File: config.mk
export PLATFORM = sky130hd
export DESIGN_NAME = la_input_conditioner
export DESIGN_NICKNAME = d
export VERILOG_FILES = /design/src/rtl/la_pkg.sv /design/src/rtl/la_event_fifo.sv /design/src/rtl/la_input_conditioner.sv
export SDC_FILE = /design/constraint.sdc
export NUM_CORES = 1
export LEC_CHECK = 0
export CAP_MARGIN = 20
export CORE_MARGIN = 2
export CORE_UTILIZATION = 67
export CTS_BUF_LIST = sky130_fd_sc_hd__clkbuf_4
export DETAILED_ROUTE_END_ITERATION = 16
export MAX_ROUTING_LAYER = met4
export PLACE_DENSITY = 0.83
export RECOVER_POWER = 25
export SLEW_MARGIN = 30
export SYNTH_ARGS = -nofsm -noshare
export SYNTH_HDL_FRONTEND = slang
export SYNTH_HIERARCHICAL = 1
export SYNTH_SLANG_ARGS = --single-unit
File: constraint.sdc
create_clock -name clk -period 5.4 [get_ports clk]
set_input_delay 0.81 -clock clk [delete_from_list [all_inputs] [get_ports clk]]
set_output_delay 0.81 -clock clk [all_outputs]
set_load 0.005 [all_outputs]
File: src/rtl/la_pkg.sv
// Shared types and default sizing for the logic-analyzer front end.
package la_pkg;

    localparam int LA_TS_W      = 16;
    localparam int LA_FILT_LEN  = 8;
    localparam int LA_EVT_DEPTH = 4;

    typedef struct packed {
        logic               pol;
        logic [LA_TS_W-1:0] ts;
    } la_event_t;

endpackage

File: src/rtl/la_event_fifo.sv
// Small edge-event FIFO with a registered head, drop-on-full and a sticky overflow flag.
module la_event_fifo #(
    parameter int DEPTH = 4,
    parameter int W     = 17
) (
    input  logic         clk,
    input  logic         rst,
    input  logic         clear,
    input  logic         push,
    input  logic [W-1:0] wdata,
    input  logic         pop,
    output logic         valid,
    output logic [W-1:0] head,
    output logic         overflow
);
    localparam int AW = $clog2(DEPTH);

    logic [W-1:0]  mem [DEPTH];
    logic [AW-1:0] wr_ptr_reg, rd_ptr_reg, rd_ptr_next;
    logic [AW:0]   count_reg, count_next;
    logic [W-1:0]  head_reg, head_next;
    logic          overflow_reg;
    logic          empty, full, do_push, do_pop;

    assign empty   = (count_reg == '0);
    assign full    = count_reg[AW];
    assign do_pop  = pop & ~empty;
    // A full FIFO still accepts a push when the head leaves in the same cycle.
    assign do_push = push & (~full | do_pop);
    assign rd_ptr_next = do_pop ? rd_ptr_reg + AW'(1) : rd_ptr_reg;

    always_comb begin
        count_next = count_reg;
        case ({do_push, do_pop})
            2'b10:   count_next = count_reg + (AW+1)'(1);
            2'b01:   count_next = count_reg - (AW+1)'(1);
            default: count_next = count_reg;
        endcase
    end

    // Head is forwarded from the write port when the new entry lands at the next read slot.
    always_comb begin
        head_next = head_reg;
        if (do_push && (wr_ptr_reg == rd_ptr_next))
            head_next = wdata;
        else if (count_next != '0)
            head_next = mem[rd_ptr_next];
    end

    always_ff @(posedge clk) begin
        if (do_push && !clear)
            mem[wr_ptr_reg] <= wdata;
    end

    always_ff @(posedge clk or negedge rst) begin
        if (!rst) begin
            wr_ptr_reg   <= '0;
            rd_ptr_reg   <= '0;
            count_reg    <= '0;
            head_reg     <= '0;
            overflow_reg <= 1'b0;
        end else if (clear) begin
            wr_ptr_reg   <= '0;
            rd_ptr_reg   <= '0;
            count_reg    <= '0;
            overflow_reg <= 1'b0;
        end else begin
            if (do_push)
                wr_ptr_reg <= wr_ptr_reg + AW'(1);
            rd_ptr_reg <= rd_ptr_next;
            count_reg  <= count_next;
            head_reg   <= head_next;
            if (push && !do_push)
                overflow_reg <= 1'b1;
        end
    end

    assign valid    = ~empty;
    assign head     = head_reg;
    assign overflow = overflow_reg;

endmodule

File: src/rtl/la_input_conditioner.sv
// Probe front end: synchroniser, glitch filter, edge strobes, timestamping and event queue.
module la_input_conditioner
    import la_pkg::*;
#(
    parameter int SYNC_STAGES = 2,
    parameter int FILT_LEN    = LA_FILT_LEN,
    parameter int FILT_W      = 4,
    parameter int TS_W        = LA_TS_W,
    parameter int DEPTH       = LA_EVT_DEPTH
) (
    input  logic            clk,
    input  logic            rst,
    input  logic            data_in,
    input  logic            clear,
    output logic            level,
    output logic            rise,
    output logic            fall,
    output logic            evt_valid,
    input  logic            evt_ready,
    output logic            evt_pol,
    output logic [TS_W-1:0] evt_ts,
    output logic            overflow
);
    logic [SYNC_STAGES-1:0] sync_reg;
    logic                   sync_out;
    logic [FILT_W-1:0]      cnt_reg;
    logic                   level_reg, level_q_reg;
    logic [TS_W-1:0]        ts_reg;
    logic                   push;
    logic [TS_W:0]          head;

    assign sync_out = sync_reg[SYNC_STAGES-1];

    always_ff @(posedge clk or negedge rst) begin
        if (!rst) begin
            sync_reg    <= '0;
            cnt_reg     <= '0;
            level_reg   <= 1'b0;
            level_q_reg <= 1'b0;
            ts_reg      <= '0;
        end else begin
            sync_reg    <= {sync_reg[SYNC_STAGES-2:0], data_in};
            level_q_reg <= level_reg;
            // Any return to the current level restarts the stability count.
            if (sync_out == level_reg) begin
                cnt_reg <= '0;
            end else if (cnt_reg == FILT_W'(FILT_LEN - 1)) begin
                level_reg <= sync_out;
                cnt_reg   <= '0;
            end else begin
                cnt_reg <= cnt_reg + FILT_W'(1);
            end
            ts_reg <= clear ? '0 : ts_reg + TS_W'(1);
        end
    end

    assign level = level_reg;
    assign rise  = level_reg & ~level_q_reg;
    assign fall  = ~level_reg & level_q_reg;
    assign push  = (rise | fall) & ~clear;

    la_event_fifo #(
        .DEPTH (DEPTH),
        .W     (TS_W + 1)
    ) u_fifo (
        .clk      (clk),
        .rst      (rst),
        .clear    (clear),
        .push     (push),
        .wdata    ({rise, ts_reg}),
        .pop      (evt_ready),
        .valid    (evt_valid),
        .head     (head),
        .overflow (overflow)
    );

    assign evt_pol = head[TS_W];
    assign evt_ts  = head[TS_W-1:0];

endmodule
==> results.toml <==
[detailed_routing]
drc = 0
totalWireLength_um = 12800
wl_per_cell_um = 22.0
viasPerCell = 6.75
vias = 3950
drtAntennaViolNets = 0
firstDrtPassIters = 5
drt_iter0_drc = 307

[power]
fin_total_pwr_mw = 2.72
powerDensity_nw_per_um2 = 445
power.leakage_nw = 2.45
vdd.ir_drop.worst_mv = 0.276

[sta]
worstMarginPinSlew_ns = 1.03
min_period_ns = 3.59
clock_skew_ns = 0.0299
report.final.slew_viol_count = 0
fmax_ghz = 0.279
tns_ns = 0
finalHoldViolCount = 0
relSlewSlack_pct = 31.6
setup_ws_ns = 1.81
finalSetupViolCount = 0
hold_ws_ns = 0.360
grt_setup_unrepaired = "false"
post-route-period-util_pct = 66.4

[logic_synthesis]
syn_area_per_cell_sq_um = 12.3
yosysTopAreaCellShare_pct = 37.4
synthMuxAreaShare_pct = 3.66
yosys_warnings = 6
synth.top_cells.by_area = "edfxtp_1 37%, dfrtp_1 22%, a221oi_1 5.1%"
synth_area_sq_um = 5460
synth_edf_count = 68
synth_top_family_by_area = "compound AO/OA/AOI/OAI gates"
yosys.area_share.simple_pct = 12.6
synth-xor-area-share_pct = 3.05
ys_seq_area_share_pct = 59.8
synth_largest_area_cell = "edfxtp_1"
synthArstFlopShare_pct = 41.9
synthAdderAreaFrac_pct = 2.43
synth_compound_gate_area_share_pct = 15.5
synthesis.nets = 461
postSynthCellCount = 446
ys_ff_latch = 117
synthFlopType = "edfxtp_1"
ys_types = 48

[setup_path]
slowest_delay_ns = 0.45
crit_required_ns = 5.81
ff2ff_setup_slack_ns = 1.96
crit_type = "input port to flop"
crit_fanout = 34
crit_path_end_kind = "flop"
cpMaxStageDelayCell = "clkdlybuf4s50_1"
cp_common_cell = "buf_4"
worst_setup_path_start_kind = "input port"
worst_ep_arrival_time_ns = 3.99
path_cells = "clkdlybuf4s50_1 -> buf_4 -> nor2_1 -> nand2b_1 -> ha_1 -> inv_1 -> fa_1 -> xor2_1 -> or4_1 -> o211ai_1 -> buf_4 -> o2111a_1 -> o21ai_1"
crit_family = "buffers and inverters"
timing.critical_path.buf_inv = 4

[floorplanning]
core_area_sq_um = 7810
die_x_um = 94.3
rows = 32
die_h_um = 94.3
start_util_pct = 70.0
io_pins = 27
die_area_sq_um = 8890

[placement]
port_buffers = 26
gp_congestion = 0.827
dp_hpwl_um = 7070
dp_cells = 552
place_ws_ns = 1.38

[cts]
cts_max_level = 4
cts_setup_buffers = 0
path_clk_slew_ns = 0.11
cts.sinks = 117
cts_resized = 0
cts-root-buf = "clkbuf_4"
cts_made_buffers = 17
cts_buffer_depth = 2
insertion_delay_ns = 0.53
hold_buffers = 0
cts_tree = "built"

[run_status]
status = "complete, no violations"

[cells_and_area]
final_common_cell = "edfxtp_1"
final_cell_mix = "68 x edfxtp_1, 49 x dfrtp_1, 34 x and3_1, 32 x a221oi_1, 30 x o21ai_1"
layout.nets = 485
largest_reg_flops = 68
final_cells = 585
synthToLayoutAreaGrowth_pct = 11.7
drive_above_1_share_pct = 15.5
diodes = 0

[global_route]
grt_antenna_before_repair = 0
gr-total-overflow = 0
grt_pass1_wl_um = 20700
grt_pass1_vias = 4060
grt_max_degree = 50
grt_use_total_pct = 32.5

[min_path]
holdCritPathClass = "flop to flop"

[job]
drv_cap = 0
[cells in the mapped netlist (3+ instances only)]
cell,number
buf_2,6
nor2_1,24
or4_1,3
mux2_2,16
nor3_1,6
xnor2_1,10
clkbuf_1,21
nand3_1,8
o211a_1,16
dfrtp_1,49
nand2_1,24
inv_1,9
edfxtp_1,68
xor2_1,9
o21ai_1,30
a21oi_1,6
and2_1,4
nor2b_1,3
and3_1,34
o21ai_0,24
buf_1,3
a221oi_1,32
ha_1,9
[area by class of cell]
type	instances	area, sq um
Clock buffer	19	143
Clock inverter	13	159
Fill cell	498	1700
Inverter	10	37.5
Multi-Input combinational cell	289	2040
Sequential cell	117	3270
Tap cell	102	128
Timing Repair Buffer	35	327
[routing by layer]
metal  GRT usage [%]  wire [um]  vias up
met4            16.1        443        0
li1                -          -     1754
met5               -          0        -
met1            40.3       4810     1926
met2            51.0       6430      226
met3            7.22       1150       44
[cells by family (layout without fill, tap and decap cells)]
| logic type | Yosys count | after routing |
|---|---|---|
| xor gates and xnor gates | 19 | 19 |
| adders and majority gates | 10 | 10 |
| DFF | 117 | 117 |
| and+or+nand+nor | 125 | 125 |
| muxes | 18 | 18 |
| AOI/OAI and AO/OA | 117 | 117 |
| buffers and inverters | 40 | 77 |
[power by group]
part	switching (mW)	internal [mW]	total (mW)
Sequential	0.0808	1.07	1.15
Combinational	0.504	0.392	0.896
Clock	0.341	0.328	0.670
[metrics by stage]
| stage | util [%] | instance area [sq um] |
|---|---|---|
| after detailed placement | 74.2 | 5790 |
| final | 78.2 | 6100 |
| after CTS | 78.0 | 6090 |
| after floorplan | - | 5460 |
| after global routing | 78.2 | 6100 |
| after global placement | 74.2 | 5790 |
[worst paths after layout]
| path | startpoint | to | depth (start not counted) |
|---|---|---|---|
| worst max-delay path | clear | u_fifo/head[4] | 13 |
| worst min-delay path | sync_reg[0] | sync_reg[1] | 0 |
| worst max register to register | u_fifo/count_reg[1] | u_fifo/head[4] | 12 |
| worst min register to register | sync_reg[0] | sync_reg[1] | 0 |
| max in group asynchronous | rst | ts_reg[2] | 2 |
| min in group asynchronous | rst | ts_reg[10] | 2 |
Power figures use the tool's default switching activity.
